### config.mk
export PLATFORM = sky130hd
export DESIGN_NAME = f_ifu
export DESIGN_NICKNAME = d
export VERILOG_FILES = /design/src/rtl/f_ifu.sv
export SDC_FILE = /design/constraint.sdc
export NUM_CORES = 1
export LEC_CHECK = 0
export ABC_CLOCK_PERIOD_IN_PS = 5800
export CAP_MARGIN = 20
export CELL_PAD_IN_SITES_DETAIL_PLACEMENT = 0
export CELL_PAD_IN_SITES_GLOBAL_PLACEMENT = 1
export CORE_AREA = 5 5 115 117
export CTS_CLUSTER_SIZE = 40
export DETAILED_ROUTE_END_ITERATION = 6
export DIE_AREA = 0 0 120 122
export PLACE_DENSITY = 0.8
export REMOVE_ABC_BUFFERS = 1
export SETUP_SLACK_MARGIN = 0.15
export SKIP_LAST_GASP = 1
export SYNTH_ARGS = -nofsm -noshare
export SYNTH_HDL_FRONTEND = slang
export SYNTH_SLANG_ARGS = --single-unit
### constraint.sdc
create_clock -name clk -period 5.8 [get_ports clk]
set_input_delay 0.87 -clock clk [delete_from_list [all_inputs] [get_ports clk]]
set_output_delay 0.87 -clock clk [all_outputs]
set_load 0.005 [all_outputs]
### src/rtl/f_ifu.sv
// Fetch stage and F/D pipeline register: PC register, fetch-address range check,
// fault masking of instruction data, and the Req/Stall/Eret-prioritised D-stage latch.
module f_ifu #(
    parameter logic [31:0] RESET_PC = 32'h0000_3000,
    parameter logic [31:0] IM_BASE  = 32'h0000_3000,
    parameter logic [31:0] IM_TOP   = 32'h0000_6FFF,
    parameter logic [31:0] EXC_PC   = 32'h0000_4180
) (
    input  logic        clk,
    input  logic        reset,
    input  logic [31:0] NPC,
    input  logic        Stall,
    input  logic        Req,
    input  logic        D_Eret,
    input  logic        D_IsBJ,
    input  logic [31:0] i_inst_rdata,
    output logic [31:0] i_inst_addr,
    output logic [31:0] F_PC,
    output logic [31:0] D_PC,
    output logic [31:0] D_Instr,
    output logic        D_BD,
    output logic [4:0]  D_ExcCode
);

    logic [31:0] pc_r;
    logic [31:0] d_pc_r;
    logic [31:0] d_instr_r;
    logic        d_bd_r;
    logic [4:0]  d_exc_r;

    logic        fault_s;
    logic [31:0] f_instr_s;
    logic [4:0]  f_code_s;

    function automatic logic addr_fault(input logic [31:0] addr);
        return (addr[1:0] != 2'b00) || (addr < IM_BASE) || (addr > IM_TOP);
    endfunction

    // Fetch-side fault detection; a faulted fetch returns a null word and AdEL
    always_comb begin
        fault_s   = addr_fault(pc_r);
        f_instr_s = i_inst_rdata;
        f_code_s  = 5'd0;
        if (fault_s) begin
            f_instr_s = 32'h0000_0000;
            f_code_s  = 5'd4;
        end else begin
            f_instr_s = i_inst_rdata;
            f_code_s  = 5'd0;
        end
    end

    // PC register: NPC already carries hold/redirect targets, so it loads every edge
    always_ff @(posedge clk or posedge reset) begin
        if (reset) begin
            pc_r <= RESET_PC;
        end else begin
            pc_r <= NPC;
        end
    end

    // F/D pipeline register with flush-over-stall-over-eret priority
    always_ff @(posedge clk or posedge reset) begin
        if (reset) begin
            d_pc_r    <= 32'h0000_0000;
            d_instr_r <= 32'h0000_0000;
            d_bd_r    <= 1'b0;
            d_exc_r   <= 5'd0;
        end else if (Req) begin
            d_pc_r    <= EXC_PC;
            d_instr_r <= 32'h0000_0000;
            d_bd_r    <= 1'b0;
            d_exc_r   <= 5'd0;
        end else if (Stall) begin
            d_pc_r    <= d_pc_r;
            d_instr_r <= d_instr_r;
            d_bd_r    <= d_bd_r;
            d_exc_r   <= d_exc_r;
        end else if (D_Eret) begin
            d_pc_r    <= pc_r;
            d_instr_r <= 32'h0000_0000;
            d_bd_r    <= 1'b0;
            d_exc_r   <= 5'd0;
        end else begin
            d_pc_r    <= pc_r;
            d_instr_r <= f_instr_s;
            d_bd_r    <= D_IsBJ;
            d_exc_r   <= f_code_s;
        end
    end

    assign i_inst_addr = pc_r;
    assign F_PC        = pc_r;
    assign D_PC        = d_pc_r;
    assign D_Instr     = d_instr_r;
    assign D_BD        = d_bd_r;
    assign D_ExcCode   = d_exc_r;

endmodule

# Yosys cells after proc, flatten, opt, wreduce, memory -nomap -nowiden
# Index checks and enable logic that the tools add are counted.
dict set report totals {
  word_cells 24
  out_inout_bits 134
  regBits 102
}
dict set report op_classes {
  n_eq_ne 1
  muxes 13
  n_reduce_logical 3
  order_cmp 2
}
# op n
set op_table {}
lappend op_table {{$mux W32} 6}
lappend op_table {{$gt A32 B15 Y1 const B} 1}
lappend op_table {{$lt A32 B14 Y1 const B} 1}
lappend op_table {{$mux W5} 3}
lappend op_table {{$mux W1} 3}
lappend op_table {{$mux W3} 1}
lappend op_table {{$logic_or A1 B1 Y1} 2}
lappend op_table {{$ne A2 B1 Y1 const B} 1}
lappend op_table {{$reduce_bool A2 Y1} 1}

# Longest topological paths before layout
dict set report logic_depth {
  ltp_word 7
  ltp_mapped 6
}

# Worst setup path after synthesis
# Ideal clock, no wire load.
dict set report synth_path {
  path_kind {input to register}
  start {input Req}
  end {register d_instr_r[0], in the netlist D_Instr[0]}
  t_arrival_ps 2000
  slack_ps 3734
  setup_time_ps 65
  stages 5
  path_cell_list {buf_6 -> or3_4 -> nor4_4 -> buf_6 -> a22o_1}
}
dict set report synth_between {
  elab_chain_cells 1
}
# element line_no
set synth_rtl {}
lappend synth_rtl {{start: declaration} 13} ;# input logic Req,
lappend synth_rtl {{$ne A2 B1 Y1 (no line) / $mux W32 (equally long branches)} --}
lappend synth_rtl {{end signal: assignment} 76} ;# d_instr_r <= d_instr_r;
lappend synth_rtl {{end signal: assignment} 86} ;# d_instr_r <= f_instr_s;
lappend synth_rtl {{end: declaration} 27} ;# logic [31:0] d_instr_r;
# Several ways; a longest one is shown, not always the timed one.
# A chain may end at the register's enable or synchronous reset.

# Worst setup path in the final report
dict set report layout_path {
  start {input Req}
  end {register d_instr_r[20], in the netlist D_Instr[20]}
}
# The elaborated chain is that of the path after synthesis.

==> qor.log <==
qor: placed_design.port-buffer-count 199
qor: synthesis.synthesis.yosys.warnings 0
qor: power_and_ir_drop.power.ir.vdd_worst 0.1058 mV
qor: detailed_routing.postRouteWirelength 9.647 mm
qor: global_routing.grt_antenna_before_repair 0
qor: sta.worst_slew_pin_slew 0.6195 ns
qor: global_routing.grt_util_all_layers 13.17%
qor: clocking.postCtsResizedCells 0
qor: placed_design.dpl.hpwl 7.117 mm
qor: sta.max_freq 405.5 MHz
qor: setup_path.cp_cell_sequence clkdlybuf4s50_1, buf_4, or3_4, nor4_4, buf_4, a22o_1
qor: detailed_routing.post_drt_via_cell_ratio 4.415
qor: floorplan.floorplan.initialDensity 29.97%
qor: detailed_routing.detail_route.wl_per_cell 16.49 µm
qor: power_and_ir_drop.power_leakage 0.002590 µW
qor: synthesis.synthesis.area_per_instance 13.92 µm²
qor: layout.finish.instance_area 5846 µm²
qor: clocking.htree_levels 3
qor: setup_path.critPathSlowestCell or3_4
qor: worst_hold_path.hold_path.startpoint D_ExcCode[2]
qor: setup_path.timing.critical_path.mode_cell buf_4
qor: setup_path.path_max_fanout 35
qor: power_and_ir_drop.p_per_area 256.5 nW/µm²
qor: setup_path.critPathKind primary input to flip-flop
qor: layout.nets 501
qor: clocking.clock-root-buffer clkbuf_16
qor: setup_path.timing.reg2reg.setup_slack 3.90 ns
qor: detailed_routing.num_vias 2583
qor: placed_design.gp_congestion 0.7265
qor: power_and_ir_drop.p_clk_share 39.6%
qor: power_and_ir_drop.power.combinational.fraction 11.9%
qor: setup_path.cp_data_arrival_time 2.73 ns
qor: sta.hold_violations 0
qor: detailed_routing.ant_nets 0
qor: synthesis.synth.top_cells.by_area dfrtp_1, mux2i_1, a22o_1
qor: synthesis.yosys_register_bits 98
qor: placed_design.post-place-ws 2.989 ns
qor: sta.maxSlewHeadroom 58.70%
qor: clocking.cts_sinks 98
qor: synthesis.synth_cell_type_count 23
qor: layout.post_route_cells_drive_above_1_share 6.207%
qor: setup_path.start_kind primary input
qor: power_and_ir_drop.switching_share 21.31%
qor: sta.finalSetupTns 0 ns
qor: floorplan.num_rows 41
qor: sta.timing.final.crit_share 42.52%
qor: synthesis.post-synth-top-area-fraction 65.37%
qor: sta.post-route-min-period 2.466 ns
qor: floorplan.coreArea 12260 µm²
qor: detailed_routing.drt_drc_violations_left 0
qor: detailed_routing.dr.first_iter.drc_count 108
qor: setup_path.crit-reg2reg-capture D_Instr[20]
qor: sta.final-max-slew-violation-count 0
qor: worst_hold_path.worst_hold_path_type flip-flop to flip-flop
qor: synthesis.syn_area 3675 µm²
qor: global_routing.grt_pass1_vias 2767
qor: synthesis.synth-seq-area-share 66.80%
qor: clocking.cts-hold-fix-buffers 0
qor: power_and_ir_drop.seq_power_share 48.6%
qor: setup_path.critical_path_rt 6.07 ns
qor: floorplan.io-pin-count 204
qor: global_routing.global_route.overflow_total 0
qor: setup_path.type_of_destination_of_the_critical_path flip-flop
qor: detailed_routing.drt_first_pass_iters 4
qor: floorplan.floorplan.die.width 120 µm
qor: setup_path.worst-r2r-cell-count 5
qor: placed_design.postPlaceCellArea 5542 µm²
qor: clocking.clock_path_buffers 2
qor: sta.rsz0062_at_grt false
qor: power_and_ir_drop.p_sw 319.6 µW
qor: setup_path.regToRegStartpoint F_PC[20]
qor: worst_hold_path.min_path_cells 2
qor: worst_hold_path.hold_path_end D_ExcCode[2]
qor: clocking.cts_tree yes
qor: clocking.clkLatencyLatePin 0.33 ns
qor: floorplan.full_die_area 14640 µm²
qor: clocking.path_clk_slew 0.06 ns
qor: sta.postLayoutSetupSlackWorst 3.334 ns
qor: clocking.postCtsSetupRepairBufs 0
qor: clocking.cts-buffers-inserted 9
qor: synthesis.syn-instance-count 264
qor: sta.fin_skew 0.006027 ns
qor: run.max_cap_viol_count 0
qor: global_routing.grt_pass1_wl 14.98 mm
qor: synthesis.synth.largest_area_cell dfrtp_1
qor: floorplan.floorplan.die.height 122 µm
qor: sta.finalSetupViolCount 0
qor: setup_path.max_stage_delay 0.44 ns
qor: layout.n_antenna_cell 0
qor: power_and_ir_drop.cellInternalPower 1180 µW
qor: global_routing.grt_max_degree 51
qor: layout.synthToLayoutAreaGrowth 59.07%
qor: run_status.outcome finished clean
-- worst max-delay path by stage --
stage	from	slack, ns	cells after the start	endpoint
floorplan	reset	2.37	1	D_BD
global placement	Req	3.03	6	D_Instr[18]
detailed placement	Req	2.99	6	D_Instr[20]
CTS	Req	3.34	6	D_Instr[20]
global route	Req	3.23	6	D_Instr[26]
finish	Req	3.33	6	D_Instr[20]
-- state kept, by name, summed over array words and instances, names as in the netlist --
register,cells
D_ExcCode,1
D_Instr,32
D_PC,32
F_PC,32
D_BD,1
-- cell usage in the layout, fill, tap and decap left out, types with 2 or more instances in the layout --
master	synthesis	routed
clkdlybuf4s50_1	0	198
nor4_1	4	4
dfstp_2	2	2
mux2i_1	29	29
clkbuf_8	0	2
clkbuf_16	0	9
a211o_1	3	3
nor2b_1	4	3
nand2_1	3	3
a22o_1	33	33
nor2_1	29	29
conb_1	1	4
buf_4	36	5
dfrtp_1	96	96
-- power groups by stage --
stage / registers (µW) / logic, µW / clock network [µW]
3_3_place_gp: 740 / 180 / 0
5_1_grt: 732 / 193 / 641
2_1_floorplan: 742 / 34.8 / 0
6_report: 728 / 178 / 593
4_1_cts: 729 / 183 / 617
3_5_place_dp: 742 / 182 / 0
-- stage by stage --
stage / hold slack [ns] / std cells / utilization, % / total power (µW)
3_5_place_dp: 0.4791 / 570 / 45.20 / 923.6
6_report: 0.4851 / 585 / 47.68 / 1500
5_1_grt: 0.5090 / 585 / 47.68 / 1565
3_3_place_gp: 0.4656 / 570 / 45.20 / 920.1
2_1_floorplan: 0.4628 / 216 / - / 777.0
4_1_cts: 0.4944 / 585 / 47.68 / 1529
-- cells in the mapped netlist, drive strengths merged --
| cell type | count |
|---|---|
| a211o | 3 |
| a21boi | 1 |
| a22o | 33 |
| and3b | 1 |
| buf | 44 |
| clkbuf | 7 |
| conb | 1 |
| dfrtp | 96 |
| dfstp | 2 |
| inv | 1 |
| mux2i | 29 |
| nand2 | 3 |
| nor2 | 29 |
| nor2b | 4 |
| nor3 | 1 |
| nor4 | 5 |
| o211ai | 1 |
| o31ai | 1 |
| or3 | 2 |
-- per-layer routing --
layer,part of all wire (%),vias up,global-route usage (%)
li1,-,1206,-
met1,43,1237,16.58
met2,47,130,20.79
met3,9.2,10,4.457
met4,1.6,0,5.583
met5,0,-,0
-- final cells by class --
cell class | instances | area, µm²
multi-input cells | 117 | 868.3
well taps | 150 | 187.7
inverters | 1 | 6.256
fillers | 1108 | 6415
clock inverters | 4 | 51.30
clock buffers | 11 | 252.7
repair buffers | 204 | 2024
flip-flops and latches | 98 | 2455
-- kinds of logic (layout without fill, tap and decap cells) --
family | count (synthesis) | count (layout) | synth area share (%)
muxes | 29 | 29 | 7.899
buffers and inverters | 52 | 220 | 9.942
and+or+nand+nor | 45 | 45 | 6.060
DFF | 98 | 98 | 66.80
other | 1 | 4 | 0.1020
AOI/OAI and AO/OA | 39 | 39 | 9.193
-- worst max-delay path: cells and delay by family --
kind	cells	cell delay, ns
buffers and inverters	3	1.02
AOI/OAI and AO/OA	1	0.19
and+or+nand+nor	2	0.64
(Power assumes the default switching activity.)
